==> config.mk <==
export PLATFORM = sky130hd
export DESIGN_NAME = uart_string_sender_flat
export DESIGN_NICKNAME = d
export VERILOG_FILES = /design/src/rtl/uart_string_sender_if.sv /design/src/rtl/uart_string_sender.sv /design/src/flat_wrapper.sv
export SDC_FILE = /design/constraint.sdc
export NUM_CORES = 1
export LEC_CHECK = 0
export CAP_MARGIN = 10
export CORE_MARGIN = 4
export CORE_UTILIZATION = 40
export DETAILED_ROUTE_END_ITERATION = 6
export PLACE_DENSITY = 0.68
export SLEW_MARGIN = 10
export SYNTH_ARGS = -nofsm -noshare
export SYNTH_HDL_FRONTEND = slang
export SYNTH_SLANG_ARGS = --single-unit
export TNS_END_PERCENT = 1
==> constraint.sdc <==
create_clock -name clk_i -period 2 [get_ports clk_i]
set_clock_uncertainty 0.15 [all_clocks]
set_input_delay 0.6 -clock clk_i [delete_from_list [all_inputs] [get_ports clk_i]]
set_output_delay 0.6 -clock clk_i [all_outputs]
set_load 0.01 [all_outputs]
==> src/rtl/uart_string_sender_if.sv <==
// Handshake bundle between the string sender, its BRAM read port, the UART
// transmitter and the commanding host.
interface uart_string_sender_if #(
    parameter int AddrWidth = 19
);
    logic                 start;
    logic [AddrWidth-1:0] base;
    logic                 busy;
    logic                 done;
    logic                 trunc;
    logic [15:0]          count;
    logic [AddrWidth-1:0] addr;
    logic [7:0]           rdata;
    logic [7:0]           tx_data;
    logic                 tx_stb;
    logic                 tx_rdy;

    modport slave (
        input  start, base, rdata, tx_rdy,
        output busy, done, trunc, count, addr, tx_data, tx_stb
    );

    modport master (
        output start, base, rdata, tx_rdy,
        input  busy, done, trunc, count, addr, tx_data, tx_stb
    );
endinterface

==> src/rtl/uart_string_sender.sv <==
// Streams a NUL-terminated string from BRAM to the UART, one byte per
// ready/strobe handshake, stopping at the first 0x00 or after MaxLen bytes.
module uart_string_sender #(
    parameter int AddrWidth = 19,
    parameter int MaxLen    = 256
) (
    input  logic                   clk_i,
    input  logic                   rst_i,
    uart_string_sender_if.slave    bus
);
    typedef enum logic [2:0] {IDLE, FETCH, CHECK, SEND, STROBE} state_e;

    localparam logic [15:0] MaxCnt = 16'(MaxLen);

    state_e               state_q;
    logic                 busy_q;
    logic                 done_q;
    logic                 trunc_q;
    logic                 stb_q;
    logic [15:0]          count_q;
    logic [AddrWidth-1:0] addr_q;
    logic [7:0]           tx_data_q;

    logic [15:0]          count_d;
    logic [AddrWidth-1:0] addr_d;

    // Address wraps silently at 2^AddrWidth.
    assign addr_d  = addr_q + 1'b1;
    assign count_d = count_q + 16'd1;

    // Every output leaves through a register; nothing combinational from
    // RDATA or TX_RDY reaches a port.
    always_ff @(posedge clk_i or posedge rst_i) begin
        if (rst_i) begin
            state_q   <= IDLE;
            busy_q    <= 1'b0;
            done_q    <= 1'b0;
            trunc_q   <= 1'b0;
            stb_q     <= 1'b0;
            count_q   <= 16'd0;
            addr_q    <= '0;
            tx_data_q <= 8'hFF;
        end else begin
            done_q <= 1'b0;
            stb_q  <= 1'b0;
            unique case (state_q)
                IDLE: begin
                    if (bus.start) begin
                        addr_q  <= bus.base;
                        count_q <= 16'd0;
                        trunc_q <= 1'b0;
                        busy_q  <= 1'b1;
                        state_q <= FETCH;
                    end
                end
                FETCH: state_q <= CHECK;
                CHECK: begin
                    if (bus.rdata == 8'h00) begin
                        busy_q  <= 1'b0;
                        done_q  <= 1'b1;
                        state_q <= IDLE;
                    end else if (count_q == MaxCnt) begin
                        // Limit reached with string still going: drop this byte.
                        busy_q  <= 1'b0;
                        done_q  <= 1'b1;
                        trunc_q <= 1'b1;
                        state_q <= IDLE;
                    end else begin
                        tx_data_q <= bus.rdata;
                        state_q   <= SEND;
                    end
                end
                SEND: begin
                    if (bus.tx_rdy) begin
                        stb_q   <= 1'b1;
                        state_q <= STROBE;
                    end
                end
                STROBE: begin
                    addr_q  <= addr_d;
                    count_q <= count_d;
                    state_q <= FETCH;
                end
                default: state_q <= IDLE;
            endcase
        end
    end

    assign bus.busy    = busy_q;
    assign bus.done    = done_q;
    assign bus.trunc   = trunc_q;
    assign bus.count   = count_q;
    assign bus.addr    = addr_q;
    assign bus.tx_data = tx_data_q;
    assign bus.tx_stb  = stb_q;
endmodule

==> src/flat_wrapper.sv <==
// flat-port wrapper written by rule: the top's interface ports become plain ports
module uart_string_sender_flat 
#(
    parameter int AddrWidth = 19,
    parameter int MaxLen    = 256
)
  (clk_i, rst_i, bus_start, bus_base, bus_rdata, bus_tx_rdy, bus_busy, bus_done, bus_trunc, bus_count, bus_addr, bus_tx_data, bus_tx_stb);
  uart_string_sender_if #(.AddrWidth(AddrWidth)) bus_i ();
  input  logic clk_i;
  input  logic rst_i;
  input wire logic [$bits(bus_i.start)-1:0] bus_start;
  input wire logic [$bits(bus_i.base)-1:0] bus_base;
  input wire logic [$bits(bus_i.rdata)-1:0] bus_rdata;
  input wire logic [$bits(bus_i.tx_rdy)-1:0] bus_tx_rdy;
  output wire logic [$bits(bus_i.busy)-1:0] bus_busy;
  output wire logic [$bits(bus_i.done)-1:0] bus_done;
  output wire logic [$bits(bus_i.trunc)-1:0] bus_trunc;
  output wire logic [$bits(bus_i.count)-1:0] bus_count;
  output wire logic [$bits(bus_i.addr)-1:0] bus_addr;
  output wire logic [$bits(bus_i.tx_data)-1:0] bus_tx_data;
  output wire logic [$bits(bus_i.tx_stb)-1:0] bus_tx_stb;
  assign bus_i.start = bus_start;
  assign bus_i.base = bus_base;
  assign bus_i.rdata = bus_rdata;
  assign bus_i.tx_rdy = bus_tx_rdy;
  assign bus_busy = bus_i.busy;
  assign bus_done = bus_i.done;
  assign bus_trunc = bus_i.trunc;
  assign bus_count = bus_i.count;
  assign bus_addr = bus_i.addr;
  assign bus_tx_data = bus_i.tx_data;
  assign bus_tx_stb = bus_i.tx_stb;
  uart_string_sender #(.AddrWidth(AddrWidth), .MaxLen(MaxLen)) u_core (.clk_i(clk_i), .rst_i(rst_i), .bus(bus_i));
endmodule
==> impl_metrics.toml <==
[status]
status = "finished, final reports clean"

[global_routing]
grt_first_pass_wirelength_um = 13400
grt_start_max_net_pins = 51
grt_overflow = 0
grtUsageTotal_pct = 19.0
antenna_found_initial = 0
grt_pass1_vias = 2750

[pwr]
p_sw_share_pct = 40.3
power.switching_mw = 1.92
p_leak_nw = 1.75
p_comb_share_pct = 49.3
clockPowerShare_pct = 13.5
p_seq_share_pct = 37.2
irDropWorstVdd_mv = 0.673
p_int_mw = 2.85
p_per_area_mw_per_mm2 = 1190

[die]
die_w_um = 92.1
num_rows = 30
fp.coreArea_mm2 = 0.00683
start_util_pct = 41.4
top_level_ports = 78
die_height_um = 92.1
dieArea_mm2 = 0.00848

[min_path]
worst_hold_path_type = "flop to flop"

[setup_path]
start_kind = "input pin"
cp-startpoint = "bus_rdata[5]"
worstPathArrival_ns = 2.05
cp-endpoint = "u_core.bus.tx_data[0]"
rr_worst_depth = 6
timing.rr.end = "u_core.bus.count[14]"
critPathMaxFanout = 4
critPathCaptureType = "flop"
r2r_slack_ns = 0.14
crit_required_ns = 2.10
r2r_start = "u_core.bus.count[0]"
criticalPathCategory = "input pin to flop"

[synth]
synthXorXnorAreaFrac_pct = 0.620
synthesis.nets = 340
yosys.area_share.simple_pct = 25.8
synthMuxAreaShare_pct = 6.37
synth_seq_area_share_pct = 44.6
synth_compound_area_share_pct = 16.7
syn_area_mm2 = 0.00283
synth_cell_type_count = 51
synth_top_family_by_area = "simple AND/OR/NAND/NOR gates"
synth_edf_count = 0
ys_ff_latch = 50
avgSynthCellArea_um2 = 9.24
synthCells = 306
synth_fa_ha_area_share_pct = 1.33
ys_warn_count = 0
ys_async_sr_fraction_pct = 100
synth_ff_type = "dfrtp_1"

[routing]
drc_errors = 0
first_iter_violations = 166
dr.pass1.iters = 4
viasPerCell = 5.46
routed_wl_um = 7780
detail-route-antenna-nets = 0
via_count = 2764
wl_per_cell_um = 15.4

[finish]
seqCellArea_mm2 = 0.00128
final_cell_mix = "dlygate4sd2_1 (42), buf_4 (35), clkdlybuf4s50_1 (33)"
antennaDiodeCount = 0
fill_cells = 659
final_core_util_pct = 58.5
multi_input_area_mm2 = 0.00146
fin_cells = 506
areaGrowthSynthToFinish_pct = 41.4
final_common_cell = "dlygate4sd2_1"
final_nets = 443
drive_above_1_share_pct = 20.5

[clocking]
clk_latency_ns = 0.31
cts_num_sinks = 50
cts_hold_buf = 0
cts.clk_slew.worst_paths_ns = 0.10
cts.htree.levels = 2
cts-buffers-inserted = 5
cts_tree = "yes"
cts_buffer_depth = 2
cts-root-buf = "clkbuf_8"

[placement]
port_buffers = 77
dp_hpwl_um = 5680
gp_congestion = 0.943
dp.cells = 496

[timing]
slew_headroom_pct = 71.8
min_period_over_period_pct = 97.7
slew_violations = 0
setup_violations = 0
max_clock_freq_ghz = 0.512
finalHoldViolations = 0
fin_crit_ns = 1.95
worst_slew_pin_slew_ns = 0.420

[flow_run]
cap_viol_max_count = 0
-- critical path, stage by stage --
cell and delay, ns:
clkdlybuf4s50_1 0.43, nor4_2 0.30, nand2_1 0.19, nand3_2 0.17
mux2_2 0.34
-- stage by stage --
step | setup TNS, ns | hold slack [ns] | setup slack, ns | cell area, um^2 | total power, mW
after floorplan | 0 | 0.366 | 0.0621 | 2830 | 3.08
after global placement | -5.26 | 0.344 | -0.319 | 3900 | 4.30
after detailed placement | -5.02 | 0.363 | -0.337 | 3900 | 4.34
after CTS | 0 | 0.387 | 0.00194 | 3960 | 4.81
after global routing | -0.000805 | 0.417 | -0.000805 | 4000 | 5.20
final | 0 | 0.382 | 0.0467 | 4000 | 4.77
-- power by group through the flow --
stage / logic, mW / registers [mW] / clock network (mW)
final: 2.35 / 1.78 / 0.643
after global routing: 2.63 / 1.85 / 0.717
after CTS: 2.35 / 1.78 / 0.674
after detailed placement: 2.54 / 1.80 / 0
after global placement: 2.51 / 1.79 / 0
after floorplan: 1.20 / 1.88 / 0
-- layout make-up --
type,instances,area share [%]
multi-input cells,229,36.5
well taps,96,3.01
clock buffers,5,1.72
inverters,10,0.939
flip-flops and latches,50,31.9
repair buffers,113,25.2
clock inverters,3,0.720
-- registers in the layout, summed over array words and instances (netlist names) --
signal and cells:
u_core.bus.tx_data 8, u_core.bus.tx_stb 1, u_core.bus.count 16, u_core.bus.addr 19, u_core.bus.busy 1, u_core.state_q 3, u_core.bus.done 1, u_core.bus.trunc 1
-- worst min path at each step --
| stage | endpoint | start | cells after the start |
|---|---|---|---|
| final | u_core.bus.busy | u_core.bus.busy | 2 |
| after global routing | u_core.bus.busy | u_core.bus.busy | 2 |
| after CTS | u_core.bus.busy | u_core.bus.busy | 2 |
| after detailed placement | u_core.bus.busy | u_core.bus.busy | 2 |
| after global placement | u_core.bus.trunc | u_core.bus.trunc | 2 |
| after floorplan | u_core.bus.trunc | u_core.bus.trunc | 2 |
-- synthesized netlist by cell type (7+ instances only) --
cell type	number	area share [%]
o21ai_0	21	3.7
dfrtp_1	42	37
mux2i_1	9	3.2
nor2_1	16	2.1
and4_1	7	2.2
nor4_1	7	1.5
a21oi_1	26	4.6
o22ai_1	11	2.4
mux2_2	8	3.2
inv_1	10	1.3
dfstp_2	8	7.4
nand3_1	17	3.0
nand2_1	31	4.1
nand4_1	11	2.4
-- metal layers --
| layer | global-route usage, % | routed length, um | vias up |
|---|---|---|---|
| met5 | 0 | 0 | - |
| met4 | 4.08 | 57 | 0 |
| met3 | 2.79 | 390 | 6 |
| met2 | 32.1 | 3890 | 75 |
| met1 | 25.9 | 3440 | 1326 |
| li1 | - | - | 1357 |
-- kinds of logic after synthesis --
logic type,Yosys count
fa+ha+maj,3
xor+xnor,2
buf+inv,28
flops,50
compound gates,79
simple gates,127
mux,17
-- repair_timing --
item,4_1_cts,5_1_grt
hold endpoints to repair,0,0
gates cloned,0,1
endpoints found under the setup margin,42,12
resized for setup,54,5
setup buffers,0,1
pin swaps,0,3
Note: power is estimated with default switching activity, not from simulation.
